<file path="src/rtl/spi_reg_ctrl.sv">
// spi_reg_ctrl: turns spi_slave byte frames into simple register-bus reads and writes.
// Build option: define SPIREG_AUTOINC_EN to step reg_addr through bursts (default holds the command address).
module spi_reg_ctrl #(
  parameter int              SIZE     = 8,
  parameter logic [SIZE-1:0] CMD_RESP = '0
) (
  input  logic            clk,
  input  logic            rst,
  input  logic [SIZE-1:0] spi_data_mosi,
  input  logic            spi_data_valid,
  input  logic            spi_cs_d,
  output logic [SIZE-1:0] spi_data_miso,
  output logic [SIZE-2:0] reg_addr,
  output logic [SIZE-1:0] reg_wdata,
  output logic            reg_wr,
  output logic            reg_rd,
  input  logic [SIZE-1:0] reg_rdata,
  output logic            frame_active,
  output logic            frame_done,
  output logic [SIZE-1:0] frame_bytes
);

  localparam int AW = SIZE - 1;

  typedef enum logic [1:0] {
    IDLE  = 2'd0,
    CMD   = 2'd1,
    WRITE = 2'd2,
    READ  = 2'd3
  } state_t;

  state_t          state_reg;
  logic [SIZE-1:0] byte_cnt_reg;
  logic            capture_reg;
  logic [AW-1:0]   addr_next;
  logic [SIZE-1:0] byte_cnt_next;

`ifdef SPIREG_AUTOINC_EN
  assign addr_next = reg_addr + AW'(1);
`else
  assign addr_next = reg_addr;
`endif

  // Byte count sticks at all-ones instead of wrapping.
  assign byte_cnt_next = (byte_cnt_reg == {SIZE{1'b1}}) ? byte_cnt_reg
                                                        : byte_cnt_reg + SIZE'(1);

  always_ff @(posedge clk) begin
    if (rst) begin
      state_reg     <= IDLE;
      byte_cnt_reg  <= '0;
      capture_reg   <= 1'b0;
      spi_data_miso <= CMD_RESP;
      reg_addr      <= '0;
      reg_wdata     <= '0;
      reg_wr        <= 1'b0;
      reg_rd        <= 1'b0;
      frame_active  <= 1'b0;
      frame_done    <= 1'b0;
      frame_bytes   <= '0;
    end else begin
      reg_wr      <= 1'b0;
      reg_rd      <= 1'b0;
      frame_done  <= 1'b0;
      capture_reg <= reg_rd;

      // Write address moves only after the strobe cycle, so the strobe sees a stable address.
      if (reg_wr) begin
        reg_addr <= addr_next;
      end

      case (state_reg)
        IDLE: begin
          if (!spi_cs_d) begin
            state_reg     <= CMD;
            frame_active  <= 1'b1;
            byte_cnt_reg  <= '0;
            spi_data_miso <= CMD_RESP;
          end
        end

        default: begin
          if (spi_cs_d) begin
            // Close wins over a byte arriving in the same cycle.
            state_reg     <= IDLE;
            frame_active  <= 1'b0;
            spi_data_miso <= CMD_RESP;
            if (byte_cnt_reg != '0) begin
              frame_done  <= 1'b1;
              frame_bytes <= byte_cnt_reg;
            end
          end else begin
            if (capture_reg && state_reg == READ) begin
              spi_data_miso <= reg_rdata;
            end
            if (spi_data_valid) begin
              byte_cnt_reg <= byte_cnt_next;
              case (state_reg)
                CMD: begin
                  reg_addr <= spi_data_mosi[AW-1:0];
                  if (spi_data_mosi[SIZE-1]) begin
                    state_reg <= READ;
                    reg_rd    <= 1'b1;
                  end else begin
                    state_reg <= WRITE;
                  end
                end
                WRITE: begin
                  reg_wdata <= spi_data_mosi;
                  reg_wr    <= 1'b1;
                end
                READ: begin
                  // Dummy byte: prefetch the next register for the following byte slot.
                  reg_addr <= addr_next;
                  reg_rd   <= 1'b1;
                end
                default: begin
                  reg_rd <= 1'b0;
                end
              endcase
            end
          end
        end
      endcase
    end
  end

endmodule

</file>
<file path="config.mk">
export PLATFORM = sky130hd
export DESIGN_NAME = spi_reg_ctrl
export DESIGN_NICKNAME = d
export VERILOG_FILES = /design/src/rtl/spi_reg_ctrl.sv
export SDC_FILE = /design/constraint.sdc
export NUM_CORES = 1
export LEC_CHECK = 0
export ABC_AREA = 1
export ABC_CLOCK_PERIOD_IN_PS = 1750
export BUFFER_PORTS_ARGS = -buffer_cell sky130_fd_sc_hd__clkbuf_2
export CORE_ASPECT_RATIO = 1.2
export CORE_MARGIN = 2
export CORE_UTILIZATION = 46
export DETAILED_ROUTE_END_ITERATION = 8
export HOLD_SLACK_MARGIN = 0.02
export PLACE_DENSITY = 0.82
export SYNTH_ARGS = -nofsm -noshare
export SYNTH_HDL_FRONTEND = slang
export SYNTH_SLANG_ARGS = --single-unit
</file>
<file path="constraint.sdc">
create_clock -name clk -period 1.75 [get_ports clk]
set_clock_uncertainty 0.2 [all_clocks]
set_input_delay 0.175 -clock clk [delete_from_list [all_inputs] [get_ports clk]]
set_output_delay 0.175 -clock clk [all_outputs]
set_load 0.005 [all_outputs]
</file>
==> out/qor.yml <==
outcome:
  run_status: "finished, final reports clean"
timing:
  period_share_pct: 92.7
  timing.fmax_mhz: 616
  report.final.setup_viol: 0
  worst_slew_margin_rel_pct: 79.8
  fin_crit_ns: 1.62
  max_slew.worst_pin.slew_ns: 0.302
  whs_ns: 0.139
  final-hold-violation-count: 0
  grt_setup_unrepaired: "no"
  layout_setup_ws_ns: 0.128
  timing_max_transition_violations_final: 0
  tns_ns: 0
placement:
  placed_area_mm2: 0.00233
  dp_hpwl_um: 3280
  portBuffers: 54
  finalWeightedCongestion: 0.836
  preCtsSetupSlack_ns: 0.0185
logic_synthesis:
  netlist_area_mm2: 0.00191
  synthDistinctLibCells: 22
  ys.warnings.count: 0
  synth_area_leader_cell: "sky130_fd_sc_hd__dfxtp_1"
  synth.net_count: 281
  synthCells: 256
  syn-mean-instance-area_um2: 7.46
  synth_largest_type_area_fraction_pct: 48.2
  post_synth_main_area_contributors: "sky130_fd_sc_hd__dfxtp_1 48%, sky130_fd_sc_hd__nor2_1 13%, sky130_fd_sc_hd__nand2_1 8.1%, sky130_fd_sc_hd__o21ai_0 6.8%, sky130_fd_sc_hd__a21oi_1 6.0%"
  ff_latch_count_synth: 46
  seq_area_frac_synth_pct: 48.2
cells_and_area:
  finish.net_count: 369
  finish.utilization_pct: 66.2
  antenna_diodes: 0
  layout_common_cells: "61 x sky130_fd_sc_hd__nor2_1, 54 x sky130_fd_sc_hd__clkbuf_2, 43 x sky130_fd_sc_hd__dfxtp_1"
  area.growth.synth_to_final_pct: 37.8
  layout_commonest_cell: "sky130_fd_sc_hd__nor2_1"
  proportion_of_layout_cells_with_a_drive_suffix_above_1_pct: 28.2
  design_area_mm2: 0.00263
  filler_cell_count: 342
  ff_latch_area_um2: 925
  multi_input_comb_area_um2: 930
detailed_routing:
  wirelength_um: 4750
  drt-initial-drc-count: 68
  vias_per_cell: 5.02
  avgRoutedWirePerCell_um: 11.9
  firstDrtPassIters: 4
  drc: 0
  route.vias.total: 1996
  antenna_left: 0
floorplanning:
  start_util_pct: 48.1
  floorplan.rows: 25
  die_width_um: 62.8
  top_level_i_o_count: 55
  dieHeight_um: 74.6
  dieArea_mm2: 0.00468
  core_mm2: 0.00397
critical_path:
  path_class: "reg2reg"
  crit-reg2reg-launch: "state_reg[1]$_SDFFE_PP0P_"
  crit_required_ns: 1.74
  setup.worst_path.start_class: "flip-flop"
  worstReg2RegEnd: "reg_addr[6]$_SDFFE_PP0P_"
  worstRegToRegCells: 10
  reg2reg_slack_ns: 0.13
  critPathArrivalTime_ns: 1.61
  type_of_element_capturing_the_critical_path: "flip-flop"
  timing.critical_path.fanout_max: 8
clock_tree:
  clkSinkCount: 46
  cts_tree: "yes"
  clk_root_buffer_cell: "sky130_fd_sc_hd__clkbuf_8"
  worst_skew_pair.late_latency_ns: 0.29
  clk_transition_reported_paths_ns: 0.08
  htreeDepth: 2
  cts_inserted_buffers: 5
  clockBufferDepth: 2
grt:
  first_global_vias: 1803
  wire_length_of_the_first_global_routing_pass_um: 7870
  grt_antenna_before_repair: 0
  pin_count_of_the_biggest_net_entering_global_routing: 28
  grtUsageTotal_pct: 21.6
  total_overflow_reported_by_the_global_router: 0
min_path:
  whs_path_depth: 4
  hp-class: "in2reg"
  whs_endpoint: "frame_active$_SDFFE_PP0P_"
  worstHoldStart: "spi_cs_d"
power:
  power.ir.vdd_worst_uv: 563
  power.density_cell_area_mw_per_mm2: 945
  p_leak_nw: 1.18
job:
  cap_violations: 0
-- how the worst max path moves through the flow --
stage | start | end | cells past startpoint
6_report | state_reg[1]$_SDFFE_PP0P_ | reg_addr[6]$_SDFFE_PP0P_ | 10
5_1_grt | byte_cnt_reg[5]$_SDFFE_PP0P_ | byte_cnt_reg[1]$_SDFFE_PP0P_ | 7
4_1_cts | state_reg[1]$_SDFFE_PP0P_ | reg_addr[2]$_SDFFE_PP0P_ | 10
3_5_place_dp | state_reg[1]$_SDFFE_PP0P_ | reg_addr[2]$_SDFFE_PP0P_ | 10
3_3_place_gp | state_reg[1]$_SDFFE_PP0P_ | reg_addr[5]$_SDFFE_PP0P_ | 10
2_1_floorplan | state_reg[0]$_SDFFE_PP0P_ | reg_addr[0]$_SDFFE_PP0P_ | 10
-- cell type report --
| type | instances | area share, % |
|---|---|---|
| clock buffer | 7 | 2.90 |
| inverter | 20 | 2.95 |
| multi-input combinational | 185 | 35.3 |
| sequential | 46 | 35.1 |
| tap | 54 | 2.57 |
| timing repair buffer | 86 | 21.1 |
-- synth_stat cells --
cell	n
sky130_fd_sc_hd__nor2_1	64
sky130_fd_sc_hd__dfxtp_1	46
sky130_fd_sc_hd__nand2_1	41
sky130_fd_sc_hd__o21ai_0	26
sky130_fd_sc_hd__a21oi_1	23
sky130_fd_sc_hd__inv_1	17
sky130_fd_sc_hd__nand4_1	9
sky130_fd_sc_hd__nand3_1	6
sky130_fd_sc_hd__ha_1	5
sky130_fd_sc_hd__inv_2	3
sky130_fd_sc_hd__nor2_4	3
sky130_fd_sc_hd__buf_2	2
sky130_fd_sc_hd__o21ai_1	2
sky130_fd_sc_hd__a211oi_1	1
sky130_fd_sc_hd__buf_1	1
sky130_fd_sc_hd__buf_4	1
sky130_fd_sc_hd__clkbuf_1	1
sky130_fd_sc_hd__nand2_2	1
sky130_fd_sc_hd__nand2_4	1
sky130_fd_sc_hd__nand3_2	1
sky130_fd_sc_hd__nor3_1	1
sky130_fd_sc_hd__nor3_4	1
-- where the power goes --
part           switching (mW)  total (mW)  internal [mW]  leakage [nW]
sequential             0.0543        1.18           1.13         0.373
combinational           0.411       0.705          0.294         0.767
clock                   0.325       0.600          0.275        0.0383
-- cells by family after synthesis --
| logic type | count (synthesis) | share of synthesized area (%) |
|---|---|---|
| fa+ha+maj | 5 | 3.28 |
| compound gates | 52 | 13.8 |
| flops | 46 | 48.2 |
| simple gates | 128 | 29.5 |
| buf+inv | 25 | 5.24 |
-- layer usage --
metal | wire (um) | track usage [%] | vias up
li1 | - | - | 1009
met1 | 1990 | 25.4 | 923
met2 | 2440 | 37.8 | 53
met3 | 182 | 4.69 | 11
met4 | 144 | 11.1 | 0
met5 | 0 | 0 | -
-- what timing repair did --
item,in CTS,in global routing
buffers inserted,0,0
endpoints found under the setup margin,0,14
hold buffers,18,0
hold endpoints to repair,26,0
gates resized for setup,0,17
-- critical path, stage by stage (launching register included) --
cell and delay [ns]:
sky130_fd_sc_hd__dfxtp_2 0.36, sky130_fd_sc_hd__nor2_4 0.05, sky130_fd_sc_hd__inv_2 0.09, sky130_fd_sc_hd__ha_4 0.14
sky130_fd_sc_hd__nand2_2 0.07, sky130_fd_sc_hd__nor2_2 0.12, sky130_fd_sc_hd__inv_2 0.06, sky130_fd_sc_hd__nor2_4 0.19
sky130_fd_sc_hd__inv_4 0.08, sky130_fd_sc_hd__nor2_1 0.10, sky130_fd_sc_hd__nor2_1 0.06
-- through the flow --
| step | power [mW] | std cells |
|---|---|---|
| finish | 2.49 | 398 |
| global route | 2.64 | 398 |
| CTS | 2.46 | 398 |
| detailed placement | 1.84 | 373 |
| global placement | 1.83 | 373 |
| floorplan | 1.58 | 256 |
Power figures use the tool's default switching activity.
